### src/rtl/game_pkg.sv
// Shared encodings for the whack-a-mole game controller: FSM states, LFSR, field widths.
// Latency: n/a (package only).
// Backpressure: n/a (package only).
package game_pkg;

  // State codes double as the screen_sel encoding driven straight from the state register.
  typedef enum logic [1:0] {
    IDLE = 2'b00,
    PLAY = 2'b01,
    WIN  = 2'b10,
    LOSE = 2'b11
  } state_t;

  localparam int SCORE_W = 8;
  localparam int TIME_W  = 7;
  localparam int MISS_W  = 3;
  localparam int POS_W   = 4;

  // Fibonacci LFSR, x^8+x^6+x^5+x^4+1: feedback taps on bits 7,5,4,3.
  localparam logic [7:0] LFSR_SEED = 8'hA5;
  localparam logic [7:0] LFSR_TAPS = 8'hB8;

  function automatic logic [7:0] lfsr_next(input logic [7:0] s);
    return {s[6:0], ^(s & LFSR_TAPS)};
  endfunction

endpackage

### src/rtl/game_controller_sec_tick.sv
// One-second prescaler: counts 0..CLK_HZ-1 while enabled, flags the wrap cycle.
// Latency: o_tick is high in the cycle whose closing edge wraps the counter.
// Backpressure: none; i_clear restarts the second synchronously, i_en freezes it.
module sec_tick #(
  parameter int CLK_HZ = 25000000
) (
  input  logic clk,
  input  logic reset,
  input  logic i_clear,
  input  logic i_en,
  output logic o_tick
);

  localparam int CNT_W = (CLK_HZ > 1) ? $clog2(CLK_HZ) : 1;
  localparam logic [CNT_W-1:0] LAST = CNT_W'(CLK_HZ - 1);

  logic [CNT_W-1:0] r_cnt;
  logic             w_last;

  assign w_last = (r_cnt == LAST);
  assign o_tick = i_en && w_last;

  // Free-running divider, restarted whenever a round begins.
  always_ff @(posedge clk or posedge reset) begin
    if (reset) begin
      r_cnt <= '0;
    end else if (i_clear) begin
      r_cnt <= '0;
    end else if (i_en) begin
      r_cnt <= w_last ? '0 : r_cnt + CNT_W'(1);
    end
  end

endmodule

### src/rtl/game_controller.sv
// Whack-a-mole round controller: title/play/win/lose FSM, score, timer, mole placement.
// Latency: every output is a register; inputs take effect on the next clock edge.
// Backpressure: none; pulses are consumed the cycle they arrive. Define GAME_CTRL_MISS_LIMIT_EN to count misses.
module game_controller
  import game_pkg::*;
#(
  parameter int CLK_HZ        = 25000000,
  parameter int ROUND_SECONDS = 60,
  parameter int TARGET_SCORE  = 10,
  parameter int MAX_MISSES    = 5
) (
  input  logic               clk,
  input  logic               reset,
  input  logic               start,
  input  logic               hit,
  input  logic               miss,
  output logic [1:0]         screen_sel,
  output logic [SCORE_W-1:0] score,
  output logic [TIME_W-1:0]  time_left,
  output logic [MISS_W-1:0]  misses,
  output logic [POS_W-1:0]   mole_pos,
  output logic               mole_valid
);

  localparam logic [TIME_W-1:0]  ROUND_T = TIME_W'(ROUND_SECONDS);
  localparam logic [SCORE_W-1:0] TARGET  = SCORE_W'(TARGET_SCORE);

  state_t             r_state;
  logic [7:0]         r_lfsr;
  logic [SCORE_W-1:0] r_score;
  logic [TIME_W-1:0]  r_time;
  logic [POS_W-1:0]   r_mole_pos;
  logic               r_mole_valid;

  logic               w_in_play;
  logic               w_enter_play;
  logic               w_tick;
  logic [SCORE_W-1:0] w_score_inc;
  logic               w_win;
  logic               w_timeout;
  logic               w_miss_lose;

  assign w_in_play    = (r_state == PLAY);
  assign w_enter_play = (r_state == IDLE) && start;
  assign w_score_inc  = (r_score == '1) ? r_score : r_score + SCORE_W'(1);
  assign w_win        = hit && (w_score_inc == TARGET);
  assign w_timeout    = w_tick && (r_time == TIME_W'(1));

`ifdef GAME_CTRL_MISS_LIMIT_EN
  logic [MISS_W-1:0] r_misses;
  logic [MISS_W-1:0] w_miss_inc;

  assign w_miss_inc  = (r_misses == '1) ? r_misses : r_misses + MISS_W'(1);
  assign w_miss_lose = miss && (w_miss_inc == MISS_W'(MAX_MISSES));
  assign misses      = r_misses;

  // Miss counter: cleared on round start, saturating count during play, frozen otherwise.
  always_ff @(posedge clk or posedge reset) begin
    if (reset) begin
      r_misses <= '0;
    end else if (w_enter_play) begin
      r_misses <= '0;
    end else if (w_in_play && miss) begin
      r_misses <= w_miss_inc;
    end
  end
`else
  // Miss input and limit have no effect in this build; tie them off visibly.
  logic w_unused;
  assign w_unused    = ^{miss, MISS_W'(MAX_MISSES)};
  assign w_miss_lose = 1'b0;
  assign misses      = '0;
`endif

  sec_tick #(
    .CLK_HZ (CLK_HZ)
  ) u_sec_tick (
    .clk     (clk),
    .reset   (reset),
    .i_clear (w_enter_play),
    .i_en    (w_in_play),
    .o_tick  (w_tick)
  );

  // Pseudo-random mole placement source, stepping every cycle regardless of state.
  always_ff @(posedge clk or posedge reset) begin
    if (reset) begin
      r_lfsr <= LFSR_SEED;
    end else begin
      r_lfsr <= lfsr_next(r_lfsr);
    end
  end

  // Game FSM with its registered score, timer and mole outputs; a win beats a loss on the same edge.
  always_ff @(posedge clk or posedge reset) begin
    if (reset) begin
      r_state      <= IDLE;
      r_score      <= '0;
      r_time       <= ROUND_T;
      r_mole_pos   <= '0;
      r_mole_valid <= 1'b0;
    end else begin
      case (r_state)
        IDLE: begin
          if (start) begin
            r_state      <= PLAY;
            r_score      <= '0;
            r_time       <= ROUND_T;
            r_mole_pos   <= r_lfsr[POS_W-1:0];
            r_mole_valid <= 1'b1;
          end
        end
        PLAY: begin
          if (hit) begin
            r_score    <= w_score_inc;
            r_mole_pos <= r_lfsr[POS_W-1:0];
          end
          if (w_tick) begin
            r_time <= r_time - TIME_W'(1);
          end
          if (w_win) begin
            r_state      <= WIN;
            r_mole_valid <= 1'b0;
          end else if (w_timeout || w_miss_lose) begin
            r_state      <= LOSE;
            r_mole_valid <= 1'b0;
          end
        end
        WIN, LOSE: begin
          if (start) begin
            r_state <= IDLE;
          end
        end
        default: begin
          r_state      <= IDLE;
          r_mole_valid <= 1'b0;
        end
      endcase
    end
  end

  assign screen_sel = r_state;
  assign score      = r_score;
  assign time_left  = r_time;
  assign mole_pos   = r_mole_pos;
  assign mole_valid = r_mole_valid;

endmodule

### config.mk
export PLATFORM = sky130hd
export DESIGN_NAME = game_controller
export DESIGN_NICKNAME = d
export VERILOG_FILES = /design/src/rtl/game_pkg.sv /design/src/rtl/game_controller_sec_tick.sv /design/src/rtl/game_controller.sv
export SDC_FILE = /design/constraint.sdc
export NUM_CORES = 1
export LEC_CHECK = 0
export ABC_CLOCK_PERIOD_IN_PS = 2950
export BUFFER_PORTS_ARGS = -buffer_cell sky130_fd_sc_hd__buf_2
export CORE_MARGIN = 10
export CORE_UTILIZATION = 45
export CTS_BUF_LIST = sky130_fd_sc_hd__clkbuf_4 sky130_fd_sc_hd__clkbuf_8
export DETAILED_ROUTE_END_ITERATION = 7
export PLACE_DENSITY = 0.72
export SKIP_LAST_GASP = 1
export SYNTH_ARGS = -nofsm -noshare
export SYNTH_HDL_FRONTEND = slang
export SYNTH_SLANG_ARGS = --single-unit
### constraint.sdc
create_clock -name clk -period 2.95 [get_ports clk]
set_clock_uncertainty 0.2 [all_clocks]
set_input_delay 0.1475 -clock clk [delete_from_list [all_inputs] [get_ports clk]]
set_output_delay 0.1475 -clock clk [all_outputs]
set_load 0.02 [all_outputs]
==> results of run 1 <==
==> report_power, final <==
group	switching, mW	total [mW]	internal (mW)
Clock	0.239	0.487	0.248
Combinational	0.492	0.839	0.347
Sequential	0.262	1.22	0.959
Total	0.992	2.55	1.56
==> state kept, by name, summed over array words and instances, names as in the netlist <==
signal            count
mole_pos              4
screen_sel            2
u_sec_tick.r_cnt     25
mole_valid            1
score                 8
r_lfsr                8
time_left             7
==> layer usage <==
| layer | up-vias | track usage [%] | wire [um] |
|---|---|---|---|
| li1 | 1166 | - | - |
| met1 | 1112 | 16.7 | 2930 |
| met2 | 51 | 18.2 | 2610 |
| met3 | 6 | 3.53 | 318 |
| met4 | 0 | 2.98 | 53 |
| met5 | - | 0 | 0 |
==> synth_stat cells (2+ instances only) <==
master / n / share of area, %
a22o_1: 4 / 1.2
inv_1: 11 / 1.5
dfrtp_1: 47 / 42
o31a_1: 2 / 0.62
nor2_1: 19 / 2.5
o21bai_1: 2 / 0.53
nand2_1: 23 / 3.0
buf_4: 3 / 0.80
or3_1: 4 / 0.88
o21ai_0: 26 / 4.6
o22ai_1: 2 / 0.44
a21o_1: 3 / 0.80
mux2_2: 4 / 1.6
o31ai_1: 3 / 0.80
dfstp_2: 8 / 7.4
nand2b_1: 5 / 1.1
or4_1: 5 / 1.3
and4_1: 2 / 0.62
nor4_1: 6 / 1.3
nand3_1: 17 / 3.0
a41oi_1: 2 / 0.62
a21oi_1: 20 / 3.5
a31oi_1: 18 / 4.0
clkbuf_1: 11 / 1.5
nor3_1: 9 / 1.6
ha_1: 4 / 1.8
and3_1: 4 / 0.88
xor2_1: 2 / 0.62
nand4b_1: 2 / 0.62
xnor2_1: 6 / 1.9
nand4_1: 5 / 1.1
buf_2: 2 / 0.35
==> final cells by class <==
type	count	area [um2]
fillers	540	2870
flip-flops and latches	55	1390
multi-input cells	221	1330
repair buffers	34	198
well taps	75	93.8
clock buffers	5	68.8
inverters	11	41.3
clock inverters	2	37.5
==> timing repair <==
item                      4_1_cts  5_1_grt
resized for setup               0        0
setup buffers                   0        0
hold endpoints to repair       22        0
hold buffers                    2        0
==> placed cells by master, fill, tap and decap left out, types with 2 or more instances in the layout <==
| master | n |
|---|---|
| a21o_1 | 3 |
| a21oi_1 | 20 |
| a22o_1 | 4 |
| a31oi_1 | 18 |
| a41oi_1 | 2 |
| and3_1 | 4 |
| and4_1 | 2 |
| buf_2 | 25 |
| buf_4 | 7 |
| clkbuf_8 | 5 |
| conb_1 | 3 |
| dfrtp_1 | 47 |
| dfstp_2 | 8 |
| dlygate4sd3_1 | 2 |
| ha_1 | 4 |
| inv_1 | 10 |
| mux2_2 | 4 |
| nand2_1 | 23 |
| nand2b_1 | 5 |
| nand3_1 | 17 |
| nand4_1 | 5 |
| nand4b_1 | 2 |
| nor2_1 | 19 |
| nor3_1 | 9 |
| nor4_1 | 6 |
| o21ai_0 | 26 |
| o21bai_1 | 2 |
| o22ai_1 | 2 |
| o31a_1 | 2 |
| o31ai_1 | 3 |
| or3_1 | 4 |
| or4_1 | 5 |
| xnor2_1 | 6 |
| xor2_1 | 2 |
==> metrics by stage <==
stage | area [um2] | std cells | setup slack (ns)
6_report | 3160 | 403 | 0.341
3_3_place_gp | 3030 | 394 | 0.395
3_5_place_dp | 3030 | 394 | 0.387
2_1_floorplan | 2840 | 304 | 0.581
5_1_grt | 3160 | 403 | 0.167
4_1_cts | 3160 | 403 | 0.372
==> kinds of logic after synthesis <==
| group | share of synthesized area (%) |
|---|---|
| fa+ha+maj | 1.77 |
| buf+inv | 4.20 |
| xor+xnor | 2.47 |
| compound gates | 19.6 |
| mux | 1.94 |
| simple gates | 20.9 |
| other cells | 0.132 |
| flops | 49.0 |
==> tightest hold or removal path, cell delays in order <==
cell and delay, ns:
buf_2 0.11, nand2_1 0.11, o21ai_0 0.10, o21a_1 0.10
==> path summary, 6_finish.rpt <==
path | startpoint | to | slack, ns | cells after the start
max in group asynchronous | reset | r_lfsr[5] | 1.53 | 4
min in group asynchronous | reset | time_left[0] | 0.20 | 3
min reg2reg | r_lfsr[6] | r_lfsr[7] | 0.17 | 0
max | u_sec_tick.r_cnt[9] | time_left[6] | 0.34 | 5
max reg2reg | u_sec_tick.r_cnt[9] | time_left[6] | 0.34 | 5
min | hit | score[5] | 0.09 | 4
==> flow_summary.toml, run 1 <==
[drt]
drt_first_pass_iters = 4
avgRoutedWirePerCell_um = 14.7
route.detailed.drc = 0
vias = 2335
drt_iter0_markers = 86
drt_wl_total_mm = 5.91
via_per_inst = 5.79
drtAntennaViolNets = 0

[power_and_ir_drop]
power.density_nw_per_um2 = 806
power_mw = 2.55
peakVddDrop_mv = 0.309
power.leakage_nw = 1.38

[setup_path]
crit_chain = "nor4b_1 -> nand4_1 -> or4_4 -> or4b_1 -> a21oi_1"
crit_arrival_ns = 2.65
end_kind = "register"
critPathKind = "reg2reg"
cp_max_fo = 14
slowest_stage = "or4_4"
crit_path_max_incr_delay_ns = 0.66
critical_path_buf_inv_count = 0
worstSetupStartpointType = "register"
crit_family = "simple AND/OR/NAND/NOR gates"
cp.required_ns = 2.99

[hold_path]
hp-class = "in2reg"

[placement]
gp_congestion = 0.778
dp_hpwl_mm = 4.14
io_buffers = 25

[timing]
rsz0062_at_grt = "false"
fin_crit_sh_pct = 88.4
slew_violations = 0
tightest_slew_ns = 0.892
slew_headroom_pct = 40.5
finalHoldViolCount = 0
whs_ns = 0.0907
fmax_ghz = 0.383
setup_violations = 0
setup_tns_ns = 0
period_needed_ns = 2.61

[logic_synthesis]
synthesis.area_um2 = 2830
syn_area_per_cell_um2 = 9.38
synth_flop_cell = "dfrtp_1"
async_flop_share_pct = 100
ys_seq_elements = 55
synth-warning-count = 0
synth-edff-count = 0
synthCells = 302
synthDistinctLibCells = 53
synth-seq-area-share_pct = 49.0

[clock_network]
cts_buffer_depth = 2
root_buffer = "clkbuf_8"
htreeDepth = 2
cts_tree = "built"
cts.sinks = 55
path_clk_slew_ns = 0.10
cts_buffers = 5
insertion_delay_ns = 0.30

[floorplan]
dieArea_um2 = 9870
rows = 28
fp.coreArea_um2 = 6030
start_util_pct = 47.0
ios = 30
die_width_um = 99.3
die_h_um = 99.3

[job]
cap_viol_max_count = 0

[global_routing]
grt_antenna_before_repair = 0
grt_overflow = 0
grt_pass1_wl_mm = 10.3
globalRouteTotalUtil_pct = 12.1
grt_start_max_net_pins = 33
grt_pass1_vias = 2104

[outcome]
status = "completed"

[final_layout]
diodes = 0
finalNetCount = 337
drive_above_1_share_pct = 17.4
final_core_util_pct = 52.4
syn_to_final_growth_pct = 11.6
Power figures use the tool's default switching activity.
==> run 2, diff against run 1 <==
ABC_CLOCK_PERIOD_IN_PS = 2600   (was 2950)
clock period = 2.6 ns   (was 2.95 ns; I/O delays follow)
==> run 2 against run 1 <==
Compared with the run above: wire length rose by 3.6%; final area rose by 1.9%; register-to-register slack got worse by 0.20 ns; fmax rose by 6.2%; clock power rose by 4.5%; critical path type unchanged; critical endpoint unchanged.
==> flow_summary.toml, run 2 (synthesis results as in run 1) <==
[outcome]
status = "completed"

[power_and_ir_drop]
power.density_nw_per_um2 = 900
power_mw = 2.90
power.leakage_nw = 1.41
peakVddDrop_mv = 0.323

[setup_path]
end_kind = "register"
cp_max_fo = 7
r2r_slack_ns = 0.14
worstSetupStartpointType = "register"
crit_arrival_ns = 2.50
cp.required_ns = 2.65
critPathKind = "reg2reg"

[timing]
finalHoldViolCount = 0
period_needed_ns = 2.46
fin_crit_sh_pct = 94.5
slew_headroom_pct = 38.4
fmax_ghz = 0.407
tightest_slew_ns = 0.924
rsz0062_at_grt = "false"
setup_tns_ns = 0
setup_violations = 0
slew_violations = 0

[floorplan]
die_width_um = 99.3
rows = 28
die_h_um = 99.3
ios = 30
start_util_pct = 47.0
fp.coreArea_um2 = 6030
dieArea_um2 = 9870

[final_layout]
multiInputGateArea_um2 = 1340
mostFrequentLayoutCell = "dfrtp_1"
drive_above_1_share_pct = 19.7
regArea_um2 = 1390
diodes = 0
syn_to_final_growth_pct = 13.7
mostFrequentLayoutCells = "dfrtp_1, o21ai_0, buf_2, nand2_1, a21oi_1"
finalNetCount = 343
top_register = "u_sec_tick.r_cnt"
layout.cells.non_filler = 410
fill_cells = 554
final_core_util_pct = 53.4
largest_reg_flops = 25

[job]
cap_viol_max_count = 0

[clock_network]
path_clk_slew_ns = 0.10
insertion_delay_ns = 0.31
cts.sinks = 55
cts_setup_buffers = 0
cts_tree = "built"
cts_buffers = 5
cts_buffer_depth = 2
root_buffer = "clkbuf_8"
htreeDepth = 2

[drt]
via_per_inst = 5.68
vias = 2329
drtAntennaViolNets = 0
avgRoutedWirePerCell_um = 14.9
drt_first_pass_iters = 4
route.detailed.drc = 0
drt_wl_total_mm = 6.12
drt_iter0_markers = 121

[global_routing]
grt_antenna_before_repair = 0
grt_pass1_wl_mm = 10.3
grt_overflow = 0
grt_pass1_vias = 2194
grt_start_max_net_pins = 31
globalRouteTotalUtil_pct = 12.1

[placement]
io_buffers = 25
dp_hpwl_mm = 4.32
gp_congestion = 0.788
dp.cells = 400

[hold_path]
hp-class = "in2reg"
## run 2: changes by cell type in the layout (fill, tap and decap cells not counted), sizes merged
cell,delta
clkbuf,+1
buf,+6
clkinv,+1
bufinv,-1
## run 2: layer usage
metal	global-route usage, %	up-vias	share of wire, %
met3	3.11	6	4.3
met4	2.98	0	0.96
met5	0	-	0
met1	15.3	1105	49
li1	-	1181	-
met2	19.9	37	46
## run 2: what timing repair did
item,in CTS,in global routing
resized for setup,0,2
setup endpoints to repair,0,2
hold buffers,2,0
endpoints found under the hold margin,23,0
## run 2: power breakdown
part	switching, mW	internal [mW]
sequential	0.285	1.09
combinational	0.582	0.432
clock	0.291	0.218
total	1.16	1.74
## run 2: final cells by class
type | instances | share of cell area (%)
Timing Repair Buffer | 40 | 7.93
Inverter | 11 | 1.28
Sequential cell | 55 | 43.1
Clock buffer | 6 | 2.57
Multi-Input combinational cell | 221 | 41.7
Tap cell | 75 | 2.92
Clock inverter | 2 | 0.505
## run 2: through the flow
stage | hold WS [ns] | setup slack [ns] | instance area (um2)
6_report | 0.0736 | 0.143 | 3220
5_1_grt | 0.0975 | 0.0149 | 3220
4_1_cts | 0.0652 | 0.0634 | 3210
3_5_place_dp | 0.0347 | 0.0838 | 3090
3_3_place_gp | 0.0224 | 0.117 | 3090
2_1_floorplan | 0.0283 | 0.231 | 2840
## run 2: critical path: stages (launching register included)
cell and delay, ns:
dfrtp_1 0.44, nor4b_2 0.31, nand4_1 0.21, or4_4 0.61, or4b_1 0.48, a21oi_1 0.15
## run 2: path summary, 6_finish.rpt
kind                                end                 start  cells past startpoint
setup / recovery           time_left[6]  u_sec_tick.r_cnt[10]                      5
hold / removal                 score[5]                   hit                      4
setup reg to reg           time_left[6]  u_sec_tick.r_cnt[10]                      5
hold reg to reg               r_lfsr[7]             r_lfsr[6]                      0
max in group asynchronous     r_lfsr[2]                 reset                      4
min in group asynchronous  time_left[6]                 reset                      3
